<file path="src/rtl/apb_master_bridge.sv">
// Valid/ready command stream to single APB3 initiator transfers, one outstanding at a time.
// Returns read data / slave error / timeout through a valid/ready response stream.
module apb_master_bridge #(
    parameter int unsigned ADDR_W      = 4,
    parameter int unsigned DATA_W      = 32,
    parameter int unsigned TIMEOUT_CYC = 16
) (
    input  logic              pclk,
    input  logic              prst,
    // command stream
    input  logic              cmd_valid,
    output logic              cmd_ready,
    input  logic              cmd_write,
    input  logic [ADDR_W-1:0] cmd_addr,
    input  logic [DATA_W-1:0] cmd_wdata,
    // response stream
    output logic              rsp_valid,
    input  logic              rsp_ready,
    output logic [DATA_W-1:0] rsp_rdata,
    output logic              rsp_err,
    output logic              rsp_timeout,
    // APB initiator
    output logic              psel,
    output logic              penable,
    output logic              pwrite,
    output logic [ADDR_W-1:0] paddr,
    output logic [DATA_W-1:0] pwdata,
    input  logic [DATA_W-1:0] prdata,
    input  logic              pready,
    input  logic              pslverr
);

    localparam int unsigned CNT_W    = (TIMEOUT_CYC > 0) ? $clog2(TIMEOUT_CYC + 1) : 1;
    localparam int unsigned CNT_LAST = (TIMEOUT_CYC > 0) ? TIMEOUT_CYC - 1 : 0;
    localparam bit          TO_EN    = (TIMEOUT_CYC > 0);

    typedef enum logic [1:0] {
        S_IDLE,
        S_SETUP,
        S_ACCESS,
        S_RESP
    } state_e;

    state_e            state_q;
    logic [CNT_W-1:0]  cnt_q;
    logic              psel_q;
    logic              penable_q;
    logic              pwrite_q;
    logic [ADDR_W-1:0] paddr_q;
    logic [DATA_W-1:0] pwdata_q;
    logic              rsp_valid_q;
    logic [DATA_W-1:0] rsp_rdata_q;
    logic              rsp_err_q;
    logic              rsp_timeout_q;
    logic              to_hit;

    // Last permitted wait cycle: abort unless pready arrives now.
    assign to_hit = TO_EN && (cnt_q == CNT_W'(CNT_LAST));

    always_ff @(posedge pclk) begin
        if (prst) begin
            state_q       <= S_IDLE;
            cnt_q         <= '0;
            psel_q        <= 1'b0;
            penable_q     <= 1'b0;
            pwrite_q      <= 1'b0;
            paddr_q       <= '0;
            pwdata_q      <= '0;
            rsp_valid_q   <= 1'b0;
            rsp_rdata_q   <= '0;
            rsp_err_q     <= 1'b0;
            rsp_timeout_q <= 1'b0;
        end else begin
            unique case (state_q)
                S_IDLE: begin
                    if (cmd_valid) begin
                        pwrite_q <= cmd_write;
                        paddr_q  <= cmd_addr;
                        pwdata_q <= cmd_wdata;
                        cnt_q    <= '0;
                        psel_q   <= 1'b1;
                        state_q  <= S_SETUP;
                    end
                end
                S_SETUP: begin
                    penable_q <= 1'b1;
                    state_q   <= S_ACCESS;
                end
                S_ACCESS: begin
                    if (pready) begin
                        rsp_rdata_q   <= pwrite_q ? '0 : prdata;
                        rsp_err_q     <= pslverr;
                        rsp_timeout_q <= 1'b0;
                        rsp_valid_q   <= 1'b1;
                        psel_q        <= 1'b0;
                        penable_q     <= 1'b0;
                        state_q       <= S_RESP;
                    end else if (to_hit) begin
                        rsp_rdata_q   <= '0;
                        rsp_err_q     <= 1'b1;
                        rsp_timeout_q <= 1'b1;
                        rsp_valid_q   <= 1'b1;
                        psel_q        <= 1'b0;
                        penable_q     <= 1'b0;
                        state_q       <= S_RESP;
                    end else begin
                        cnt_q <= cnt_q + CNT_W'(1);
                    end
                end
                S_RESP: begin
                    if (rsp_ready) begin
                        rsp_valid_q <= 1'b0;
                        state_q     <= S_IDLE;
                    end
                end
                default: begin
                    state_q <= S_IDLE;
                end
            endcase
        end
    end

    assign cmd_ready   = (state_q == S_IDLE);
    assign rsp_valid   = rsp_valid_q;
    assign rsp_rdata   = rsp_rdata_q;
    assign rsp_err     = rsp_err_q;
    assign rsp_timeout = rsp_timeout_q;
    assign psel        = psel_q;
    assign penable     = penable_q;
    assign pwrite      = pwrite_q;
    assign paddr       = paddr_q;
    assign pwdata      = pwdata_q;

    // APB protocol invariants of the initiator side.
    a_enable_needs_sel: assert property (@(posedge pclk) disable iff (prst) penable_q |-> psel_q);
    a_addr_stable:      assert property (@(posedge pclk) disable iff (prst)
                                         (state_q == S_ACCESS) |-> $stable(paddr_q));

endmodule

</file>
<file path="config.mk">
export PLATFORM = sky130hd
export DESIGN_NAME = apb_master_bridge
export DESIGN_NICKNAME = d
export VERILOG_FILES = /design/src/rtl/apb_master_bridge.sv
export SDC_FILE = /design/constraint.sdc
export NUM_CORES = 1
export LEC_CHECK = 0
export ABC_AREA = 1
export CORE_MARGIN = 2
export CORE_UTILIZATION = 60
export CTS_BUF_LIST = sky130_fd_sc_hd__clkbuf_8
export CTS_CLUSTER_DIAMETER = 120
export CTS_CLUSTER_SIZE = 24
export DETAILED_ROUTE_END_ITERATION = 6
export DONT_BUFFER_PORTS = 1
export PLACE_DENSITY_LB_ADDON = 0.2
export SLEW_MARGIN = 15
export SYNTH_ARGS = -nofsm -noshare
export SYNTH_HDL_FRONTEND = slang
export SYNTH_SLANG_ARGS = --single-unit
</file>
<file path="constraint.sdc">
create_clock -name pclk -period 1.65 [get_ports pclk]
set_clock_uncertainty 0.05 [all_clocks]
set_input_delay 0.33 -clock pclk [delete_from_list [all_inputs] [get_ports pclk]]
set_output_delay 0.33 -clock pclk [all_outputs]
set_load 0.1 [all_outputs]
</file>
==> results.sh <==
export IMPL_status="finished clean"
export IMPL_crit_type="reg2reg"
export IMPL_num_fill_cells=332
export IMPL_num_rows=26
export IMPL_cp_max_fo=21
export IMPL_viasPerCell=5.128
export IMPL_syn_cell_area_sq_mm=0.003191
export IMPL_final_common_cell="nor2_1"
export IMPL_critical_path_max_stage_delay_ps=360
export IMPL_fmax_ghz=0.6163
export IMPL_slowest_stage="dfxtp_2"
export IMPL_period_needed_ps=1623
export IMPL_grt_start_max_net_pins=44
export IMPL_dp_slack_ps=-34.87
export IMPL_initial_core_util=0.6247
export IMPL_post_route_util=0.8195
export IMPL_reg2reg_to="rsp_rdata[12]"
export IMPL_mostFrequentLayoutCells="nor2_1 (86), buf_4 (85), dfxtp_1 (77), inv_1 (48), o21ai_0 (37)"
export IMPL_die_w_microns=76.92
export IMPL_ys_types=24
export IMPL_syn_nets=475
export IMPL_path_cells="ha_4, nand2_2, nor2_2, ha_2, nand2_2, nand2_4, nand4_4, buf_12, o21ai_2"
export IMPL_ant_nets=0
export IMPL_dieArea_sq_mm=0.005917
export IMPL_portBuffers=0
export IMPL_cap_violations=0
export IMPL_slew_headroom=0.7628
export IMPL_holdWs_ps=11.61
export IMPL_yosys_warnings=0
export IMPL_min_delay_start="prst"
export IMPL_rr_startpoint="cnt_q[0]"
export IMPL_setup_ws_ps=27.43
export IMPL_grt_use_total=0.2610
export IMPL_clock_root_buffer="clkbuf_8"
export IMPL_synthToLayoutAreaGrowth_pct=31.18
export IMPL_drc=0
export IMPL_cp_common_cell="nand2_2"
export IMPL_h_tree_depth=3
export IMPL_worstMarginPinSlew_ps=355.8
export IMPL_min_period_over_period=0.9834
export IMPL_holdPathEnd="penable"
export IMPL_gp_congestion=0.8524
export IMPL_r2r_cells=9
export IMPL_dr_pass1_iters=6
export IMPL_routedWlPerCell_microns=13.98
export IMPL_drtIter0Drc=151
export IMPL_cp_arrival_ps=1850
export IMPL_syn_avg_cell_area_sq_um=8.098
export IMPL_pin_count=150
export IMPL_hold_violations=0
export IMPL_total_power_uw=8709
export IMPL_vdd_drop_max_uv=1749
export IMPL_fin_nets=555
export IMPL_cts_tree="built"
export IMPL_ff2ff_setup_slack_ps=30
export IMPL_insertion_delay_ps=340
export IMPL_ys_seq_area_frac=0.5082
export IMPL_vias=2810
export IMPL_wl_mm=7.660
export IMPL_min_path_cells=1
export IMPL_drive_gt1_frac=0.3243
export IMPL_die_h_microns=76.92
export IMPL_hpwl_mm=5.179
export IMPL_rsz0062_at_grt="yes"
export IMPL_grt_remaining_overflow=0
export IMPL_min_path_type="in2reg"
export IMPL_antenna_found_initial=0
export IMPL_worstSetupEndpointType="register"
export IMPL_syn_inst=394
export IMPL_worst_ep_required_time_ps=1870
export IMPL_p_leak_uw=0.001971
export IMPL_synth_seq_cells=81
export IMPL_cts_sinks=81
export IMPL_grt_pass1_wl_mm=12.34
export IMPL_fin_setup_tns_ps=0
export IMPL_start_kind="register"
export IMPL_setup_viol=0
export IMPL_clockBufferDepth=2
export IMPL_clk_pin_slew_worst_paths_ps=70
export IMPL_numCtsBuffers=9
export IMPL_diodes=0
export IMPL_core_sq_mm=0.005107
export IMPL_final_max_slew_viol_count=0
export IMPL_grt_pass1_vias=2630
export IMPL_p_per_area_mw_per_mm2=2081
-- state kept, by name (all words and copies together), names as in the netlist --
name         count
pwdata          32
paddr            4
psel             1
pwrite           1
state_q          2
rsp_rdata       32
rsp_timeout      1
penable          1
cnt_q            5
rsp_valid        1
rsp_err          1
-- report_power, final --
| group | internal (uW) | total [uW] | switching, uW | leakage, uW |
|---|---|---|---|---|
| clock network | 963 | 1620 | 659 | 0.000120 |
| logic | 955 | 4550 | 3590 | 0.00119 |
| registers | 2360 | 2540 | 183 | 0.000664 |
| total | 4280 | 8710 | 4430 | 0.00197 |
-- worst max path at each step --
stage | endpoint | start | slack, ps
after floorplan | pwdata[10] | state_q[0] | 20
after global placement | cnt_q[1] | cnt_q[0] | 50
after detailed placement | rsp_rdata[31] | cnt_q[0] | -30
after CTS | cmd_ready | state_q[0] | -20
after global routing | rsp_rdata[12] | cnt_q[1] | -30
final | rsp_rdata[12] | cnt_q[0] | 30
-- timing repair --
item / CTS / global route
endpoints found under the hold margin: 3 / 0
pin swaps: 1 / 8
setup endpoints to repair: 36 / 75
setup buffers: 1 / 3
hold buffers: 1 / 0
gates resized for setup: 5 / 20
-- cells by family (layout without fill, tap and decap cells) --
group | count (synthesis) | in the layout | share of synthesized area
adders and majority gates | 6 | 6 | 0.02353
and+or+nand+nor | 154 | 154 | 0.2067
DFF | 81 | 81 | 0.5082
buffers and inverters | 72 | 156 | 0.09843
AOI/OAI and AO/OA | 81 | 81 | 0.1631
-- synthesized netlist by cell type --
cell type  number  area [sq um]
a21oi_1         8         40.04
clkbuf_2        2         10.01
o21ai_2        30         262.8
buf_1           2         7.510
nand4_1         2         12.51
o211ai_1        1         7.510
clkbuf_1        6         22.52
nand4_4         1         21.27
nand2_1        24         90.09
o21ai_0        39         195.2
inv_2           2         7.510
nand2_4         1         11.26
inv_4           1         6.260
nand2_2         2         12.51
ha_1            6         75.07
nor3_1          1         5.000
buf_6           3         33.78
inv_1          47         176.4
buf_4           2         15.01
o21ai_1         3         15.01
nand3_1        36         180.2
buf_2           7         35.03
nor2_1         87         326.6
dfxtp_1        81          1622
-- final cells by class --
cell class,instances,area [sq um],share of cell area
inverters,50,197.7,0.04723
well taps,70,87.58,0.02093
multi-input cells,241,1315,0.3142
repair buffers,91,729.5,0.1743
clock inverters,3,63.81,0.01525
flip-flops and latches,81,1627,0.3886
clock buffers,12,165.2,0.03946
-- worst max-delay path, delay by kind of cell (launching register included) --
family                     cells  cell delay (ps)
AOI/OAI and AO/OA              1              120
adders and majority gates      2              340
buffers and inverters          1              200
DFF                            1              360
and+or+nand+nor                5              480
-- stage by stage --
stage,instance area (sq um),cells
detailed placement,3846,529
floorplan,3204,394
finish,4185,548
CTS,4105,546
global placement,3846,529
global route,4185,548
-- routing by layer --
layer,up-vias,wire length (microns),track usage
li1,1412,-,-
met1,1273,3179,0.3298
met2,114,3754,0.4149
met3,11,625,0.08235
met4,0,101,0.1055
met5,-,0,0
Power figures use the tool's default switching activity.
